===== config.mk =====
export PLATFORM = sky130hd
export DESIGN_NAME = fft_stage_sequencer
export DESIGN_NICKNAME = d
export VERILOG_FILES = /design/src/rtl/fft_stage_sequencer_pkg.sv /design/src/rtl/fft_addr_gen.sv /design/src/rtl/fft_stage_sequencer.sv
export SDC_FILE = /design/constraint.sdc
export NUM_CORES = 1
export LEC_CHECK = 0
export ABC_AREA = 1
export ABC_CLOCK_PERIOD_IN_PS = 6300
export BUFFER_PORTS_ARGS = -buffer_cell sky130_fd_sc_hd__buf_2
export CAP_MARGIN = 20
export CORE_AREA = 2 2 256 258
export DETAILED_ROUTE_END_ITERATION = 12
export DIE_AREA = 0 0 258 260
export PLACE_DENSITY = 0.44
export REMOVE_ABC_BUFFERS = 1
export SYNTH_ARGS = -nofsm -noshare
export SYNTH_HDL_FRONTEND = slang
export SYNTH_HIERARCHICAL = 1
export SYNTH_SLANG_ARGS = --single-unit
export TNS_END_PERCENT = 30

===== constraint.sdc =====
create_clock -name clk -period 6.3 [get_ports clk]
set_clock_uncertainty 0.2 [all_clocks]
set_input_delay 0 -clock clk [delete_from_list [all_inputs] [get_ports clk]]
set_output_delay 0 -clock clk [all_outputs]
set_load 0.05 [all_outputs]

===== src/rtl/fft_stage_sequencer_pkg.sv =====
// Shared definitions for the in-place radix-2 FFT control path:
// float width, sequencer state encoding and butterfly address arithmetic.
package fft_stage_sequencer_pkg;

    localparam int FW = 32;

    typedef enum logic [2:0] {
        IDLE   = 3'd0,
        RD     = 3'd1,
        LAT    = 3'd2,
        GO     = 3'd3,
        WAITBF = 3'd4,
        WR     = 3'd5,
        DONE   = 3'd6
    } fft_state_t;

    // Top (port A) sample address of butterfly k in stage s.
    function automatic logic [31:0] fft_top_addr(input logic [31:0] s, input logic [31:0] k);
        logic [31:0] half_m1;
        half_m1 = (32'd1 << s) - 32'd1;
        return ((k >> s) << (s + 32'd1)) + (k & half_m1);
    endfunction

    // Bottom (port B) sample address: one half-span above the top sample.
    function automatic logic [31:0] fft_bot_addr(input logic [31:0] s, input logic [31:0] k);
        return fft_top_addr(s, k) + (32'd1 << s);
    endfunction

    // Twiddle ROM index: position inside the group scaled to the full-size table.
    function automatic logic [31:0] fft_tw_addr(input logic [31:0] s, input logic [31:0] k,
                                                input logic [31:0] logn);
        logic [31:0] half_m1;
        half_m1 = (32'd1 << s) - 32'd1;
        return (k & half_m1) << (logn - 32'd1 - s);
    endfunction

endpackage


===== src/rtl/fft_addr_gen.sv =====
// Combinational address generator: (stage, butterfly) -> sample and twiddle addresses.
module fft_addr_gen
    import fft_stage_sequencer_pkg::*;
#(
    parameter int LOGN = 6
) (
    input  logic [LOGN-1:0] s_i,
    input  logic [LOGN-2:0] k_i,
    output logic [LOGN-1:0] addr_a_o,
    output logic [LOGN-1:0] addr_b_o,
    output logic [LOGN-2:0] tw_addr_o
);

    assign addr_a_o  = LOGN'(fft_top_addr(32'(s_i), 32'(k_i)));
    assign addr_b_o  = LOGN'(fft_bot_addr(32'(s_i), 32'(k_i)));
    assign tw_addr_o = (LOGN-1)'(fft_tw_addr(32'(s_i), 32'(k_i), 32'(LOGN)));

endmodule


===== src/rtl/fft_stage_sequencer.sv =====
// Walks an in-place decimation-in-time FFT over every stage: read a sample pair
// and twiddle, hand them to the butterfly, wait for its result, write it back.
// Butterfly handshake: bf_go pulses for one cycle with operands already stable;
// operands stay stable until the butterfly answers with a one-cycle bf_done,
// which is only honoured while waiting for it.
module fft_stage_sequencer
    import fft_stage_sequencer_pkg::*;
#(
    parameter  int SIZE       = 64,
    parameter  int BF_TIMEOUT = 255,
    localparam int LOGN       = $clog2(SIZE)
) (
    input  logic            clk,
    input  logic            rst,
    input  logic            start,
    output logic            busy,
    output logic            done,
    output logic            error,
    output logic [LOGN-1:0] addr_a,
    output logic [LOGN-1:0] addr_b,
    output logic            we_a,
    output logic            we_b,
    output logic [FW-1:0]   wdata_a_re,
    output logic [FW-1:0]   wdata_a_im,
    output logic [FW-1:0]   wdata_b_re,
    output logic [FW-1:0]   wdata_b_im,
    input  logic [FW-1:0]   rdata_a_re,
    input  logic [FW-1:0]   rdata_a_im,
    input  logic [FW-1:0]   rdata_b_re,
    input  logic [FW-1:0]   rdata_b_im,
    output logic [LOGN-2:0] tw_addr,
    input  logic [FW-1:0]   tw_cos,
    input  logic [FW-1:0]   tw_sin,
    output logic [FW-1:0]   r1,
    output logic [FW-1:0]   i1,
    output logic [FW-1:0]   r2,
    output logic [FW-1:0]   i2,
    output logic [FW-1:0]   SIN,
    output logic [FW-1:0]   COS,
    output logic            bf_go,
    input  logic            bf_done,
    input  logic [FW-1:0]   F0R,
    input  logic [FW-1:0]   F0I,
    input  logic [FW-1:0]   F1R,
    input  logic [FW-1:0]   F1I
);

    localparam int              WW        = $clog2(BF_TIMEOUT + 1);
    // Timeout fires so that done lands exactly BF_TIMEOUT cycles after bf_go
    // (BF_TIMEOUT must be at least 2).
    localparam logic [WW-1:0]   WAIT_LAST = WW'(BF_TIMEOUT - 2);
    localparam logic [LOGN-1:0] S_LAST    = LOGN'(LOGN - 1);
    localparam logic [LOGN-2:0] K_LAST    = '1;

    fft_state_t      state_q, state_d;
    logic [LOGN-1:0] s_q, s_d;
    logic [LOGN-2:0] k_q, k_d;
    logic [WW-1:0]   wait_q, wait_d;
    logic            error_q, error_d;
    logic            load_ops, load_res;

    logic [FW-1:0]   r1_q, i1_q, r2_q, i2_q, sin_q, cos_q;
    logic [FW-1:0]   wa_re_q, wa_im_q, wb_re_q, wb_im_q;

    logic [LOGN-1:0] gen_a, gen_b;
    logic [LOGN-2:0] gen_tw;

    fft_addr_gen #(.LOGN(LOGN)) u_addr_gen (
        .s_i       (s_q),
        .k_i       (k_q),
        .addr_a_o  (gen_a),
        .addr_b_o  (gen_b),
        .tw_addr_o (gen_tw)
    );

    // Control state register.
    always_ff @(posedge clk) begin
        if (rst) begin
            state_q <= IDLE;
            s_q     <= '0;
            k_q     <= '0;
            wait_q  <= '0;
            error_q <= 1'b0;
        end else begin
            state_q <= state_d;
            s_q     <= s_d;
            k_q     <= k_d;
            wait_q  <= wait_d;
            error_q <= error_d;
        end
    end

    // Next state, stage/butterfly counters, butterfly timeout and capture strobes.
    always_comb begin
        state_d  = state_q;
        s_d      = s_q;
        k_d      = k_q;
        wait_d   = wait_q;
        error_d  = error_q;
        load_ops = 1'b0;
        load_res = 1'b0;
        unique case (state_q)
            IDLE: begin
                if (start) begin
                    error_d = 1'b0;
                    state_d = RD;
                end
            end
            RD:  state_d = LAT;
            LAT: begin
                load_ops = 1'b1;
                state_d  = GO;
            end
            GO: begin
                wait_d  = '0;
                state_d = WAITBF;
            end
            WAITBF: begin
                if (bf_done) begin
                    load_res = 1'b1;
                    state_d  = WR;
                end else if (wait_q == WAIT_LAST) begin
                    error_d = 1'b1;
                    state_d = DONE;
                end else begin
                    wait_d = wait_q + WW'(1);
                end
            end
            WR: begin
                if (k_q != K_LAST) begin
                    k_d     = k_q + 1'b1;
                    state_d = RD;
                end else begin
                    k_d = '0;
                    if (s_q != S_LAST) begin
                        s_d     = s_q + 1'b1;
                        state_d = RD;
                    end else begin
                        state_d = DONE;
                    end
                end
            end
            DONE: begin
                s_d     = '0;
                k_d     = '0;
                state_d = IDLE;
            end
            default: state_d = IDLE;
        endcase
    end

    // Operand registers (held through the butterfly) and write-back data.
    always_ff @(posedge clk) begin
        if (rst) begin
            r1_q    <= '0;
            i1_q    <= '0;
            r2_q    <= '0;
            i2_q    <= '0;
            sin_q   <= '0;
            cos_q   <= '0;
            wa_re_q <= '0;
            wa_im_q <= '0;
            wb_re_q <= '0;
            wb_im_q <= '0;
        end else begin
            if (load_ops) begin
                r1_q  <= rdata_a_re;
                i1_q  <= rdata_a_im;
                r2_q  <= rdata_b_re;
                i2_q  <= rdata_b_im;
                cos_q <= tw_cos;
                sin_q <= tw_sin;
            end
            if (load_res) begin
                wa_re_q <= F0R;
                wa_im_q <= F0I;
                wb_re_q <= F1R;
                wb_im_q <= F1I;
            end
        end
    end

    assign busy  = (state_q != IDLE) && (state_q != DONE);
    assign done  = (state_q == DONE);
    assign error = error_q;
    assign bf_go = (state_q == GO);
    // A reset arriving during WR must not let that write reach the RAM.
    assign we_a  = (state_q == WR) && !rst;
    assign we_b  = (state_q == WR) && !rst;

    assign addr_a  = busy ? gen_a  : '0;
    assign addr_b  = busy ? gen_b  : '0;
    assign tw_addr = busy ? gen_tw : '0;

    assign r1  = r1_q;
    assign i1  = i1_q;
    assign r2  = r2_q;
    assign i2  = i2_q;
    assign SIN = sin_q;
    assign COS = cos_q;

    assign wdata_a_re = wa_re_q;
    assign wdata_a_im = wa_im_q;
    assign wdata_b_re = wb_re_q;
    assign wdata_b_im = wb_im_q;

endmodule


==> summary.md <==
| Metric | Value |
|---|---|
| Outcome | `completed` |
| Yosys cell types | `39` |
| Reg-to-reg critical path startpoint | `state_q[2]` |
| Die width | `258 um` |
| R2R depth | `8` |
| Minimum clock period | `5.23 ns` |
| Cell area after synthesis | `0.0139 mm^2` |
| Worst path max stage delay | `0.82 ns` |
| Vias | `17,100` |
| Most frequent cells in the layout | `buf_2, dlygate4sd3_1, nor2_1` |
| Router iterations before antenna repair | `5` |
| Worst hold path class | `in2reg` |
| Global-route wire length before repair | `98,200 um` |
| Place WS | `1.58 ns` |
| Comb power frac | `0.219` |
| CP bufs+invs | `4` |
| CTS tree | `yes` |
| Register area share after synthesis | `0.493` |
| CP startpoint | `s_q[0]` |
| Grt total ovfl | `0` |
| # port buffers | `666` |
| Min-delay src | `rdata_b_im[6]` |
| Num rows | `93` |
| Post-synth EDFFs | `0` |
| Worst relative slew slack | `0.348` |
| H-tree levels | `2` |
| Initial DRC count | `1,109` |
| Placed insts | `3,280` |
| Worst hold path cell count | `4` |
| Power per standard cell area | `253 mW/mm^2` |
| Die ar. | `0.0671 mm^2` |
| Top Ports | `667` |
| Critical Path RT | `6.10 ns` |
| Period utilization | `0.830` |
| Syn_area_per_cell | `7.42 um^2` |
| Final Setup Violations | `0` |
| Initial antenna violation count | `9` |
| Die height | `260 um` |
| Critical path, cell by cell | `inv_2, ha_1, nor4_1, ha_1, inv_1, fa_1, xnor2_1, ha_1, a21oi_1, nand2_1, a21oi_1, o21bai_1, xnor2_1, nand3_1, nand2_1, inv_1, nor2_1, buf_2` |
| VDD IR max | `0.189 mV` |
| RR Endpoint | `wdata_b_re[8]` |
| Syn-to-layout area delta | `76.3%` |
| CP Class | `reg2out` |
| Total core area | `0.0641 mm^2` |
| Non-filler cells, final | `3,892` |
| Setup TNS | `0 ns` |
| Fmax | `191 MHz` |
| R2r setup slk | `2.51 ns` |
| Clock buffer count from CTS | `43` |
| Hold_ws | `0.0148 ns` |
| Net Switching | `2.00 mW` |
| Layout cells sized above 1 | `0.259` |
| Final wirelength | `64,100 um` |
| Worst Slack Setup Final | `1.07 ns` |
| Crit path max-delay cell type | `dfxtp_1` |
| Cell mode on critical path | `ha_1` |
| Worst-margin pin slew | `0.978 ns` |
| Final hold vios | `0` |
| Hold path endpoint | `i2[6]` |
| Vias per std cell | `4.39` |
| Max Cap Violations | `0` |
| Clock power frac | `0.399` |
| Number of global-route vias before repair | `17,500` |
| Largest net degree at the start of global routing | `101` |
| Hpwl dp | `42,900 um` |
| Max-slew violations | `0` |
| Post_cts resized | `0` |
| Clk Latency, worst-skew pair | `0.56 ns` |
| Wire per inst | `16.5 um` |
| Filler instances | `6,634` |
| Internal power | `4.21 mW` |
| GR Util All Layers | `0.184` |
| Crit path max-delay family | `adder cells` |
| Yosys reg bits | `343` |
| Critical Path AT | `5.03 ns` |
| Crit. End Element | `output port` |
| Clock buffer depth | `3` |
| Yosys warns | `6` |
| Seq pwr share | `0.382` |
| NumNets Final | `3,348` |
| Mapped Cells | `1,877` |
| GP Congestion | `0.872` |
| Ys flop type | `dfxtp_1` |
| TritonCTS Sinks | `343` |
| RSZ-0062 raised after global routing | `no` |
| Sw Ratio | `0.322` |
| Initial Util | `0.217` |
| Max FO, Critical Path | `21` |
| Lkg Pwr | `11.7 nW` |
| Clock slew at reported path FFs | `0.06 ns` |
| CP Launch Type | `register` |
| Ys async rst share | `0` |
| Setup bufs post-CTS | `0` |
| Final ANT Viol Nets | `0` |
| Cts hold-fix bufs | `528` |
| Clock root buffer | `clkbuf_16` |
| # DRC | `0` |
| Tot Pwr | `6.22 mW` |
| Commonest non-fill, non-tap cell in the layout | `buf_2` |
## how the worst max path moves through the flow
stage	to	slack, ns	cells after the start
after global placement	addr_b[5]	1.61	18
final	addr_b[5]	1.07	18
after CTS	addr_b[5]	0.96	18
after global routing	addr_b[5]	0.52	23
after floorplan	COS[0]	0.15	6
after detailed placement	addr_b[5]	1.58	18
## registers in the layout (all words and copies together), names as in the netlist
signal,count
i1,32
k_q,5
wait_q,8
wdata_b_im,32
COS,32
r1,32
wdata_b_re,32
SIN,32
wdata_a_im,32
error,1
r2,32
i2,32
state_q,3
wdata_a_re,32
s_q,6
## cells in the mapped netlist (3+ instances only)
library cell  instances  area, um^2
nor2_1              453        1700
dfxtp_1             343        6870
nand2_1             241         905
o21ai_0             203        1020
nand3_1             164         821
a21oi_1             150         751
inv_1                83         312
buf_2                64         320
clkbuf_1             52         195
ha_1                 24         300
inv_2                12        45.0
buf_4                11        82.6
nand4_1              10        62.6
nand2_2               9        56.3
xor2_1                8        70.1
nand3_2               6        60.1
nor3_1                6        30.0
nor2_2                5        31.3
nor2_4                3        33.8
xnor2_1               3        26.3
## tightest hold or removal path, stage by stage
cell and delay [ns]:
dlygate4sd3_1 0.52, buf_2 0.09, nor2_1 0.03, nor2_1 0.08
## layout make-up
cell class                 instances  area [um^2]  share of cell area
tap                              855         1070              0.0436
inverter                          96          370              0.0151
antenna                            6         15.0            0.000612
multi-input combinational       1308         6090               0.248
timing repair buffer            1206         8710               0.355
sequential                       343         6870               0.280
clock inverter                    10          110             0.00449
clock buffer                      68         1310              0.0534
## cell families after synthesis
logic type	after synthesis	synth area share
AOI/OAI and AO/OA	370	0.136
buffers and inverters	226	0.0709
DFF	343	0.493
adders and majority gates	26	0.0244
xor gates and xnor gates	11	0.00692
and+or+nand+nor	901	0.268
## routing by layer
| metal | share of wire | track usage | wire length, um | up-vias |
|---|---|---|---|---|
| li1 | - | - | - | 8343 |
| met1 | 0.40 | 0.212 | 25500 | 7950 |
| met2 | 0.48 | 0.317 | 30900 | 637 |
| met3 | 0.078 | 0.0526 | 5030 | 151 |
| met4 | 0.041 | 0.0801 | 2640 | 4 |
| met5 | 0.00036 | 0 | 23 | - |
## per-stage QoR
stage	instance area [um^2]	utilization
CTS	24500	0.383
finish	24500	0.383
global route	24500	0.383
global placement	17800	0.278
floorplan	13300	-
detailed placement	17800	0.278
## power groups by stage
| stage | Sequential [mW] | Combinational [mW] | Clock (mW) |
|---|---|---|---|
| after floorplan | 2.89 | 0.255 | 0 |
| after global placement | 2.42 | 1.13 | 0 |
| after detailed placement | 2.42 | 1.14 | 0 |
| after CTS | 2.38 | 1.36 | 2.55 |
| after global routing | 2.39 | 1.45 | 2.64 |
| final | 2.38 | 1.36 | 2.48 |
No activity file was read; power rests on OpenSTA's default activity.
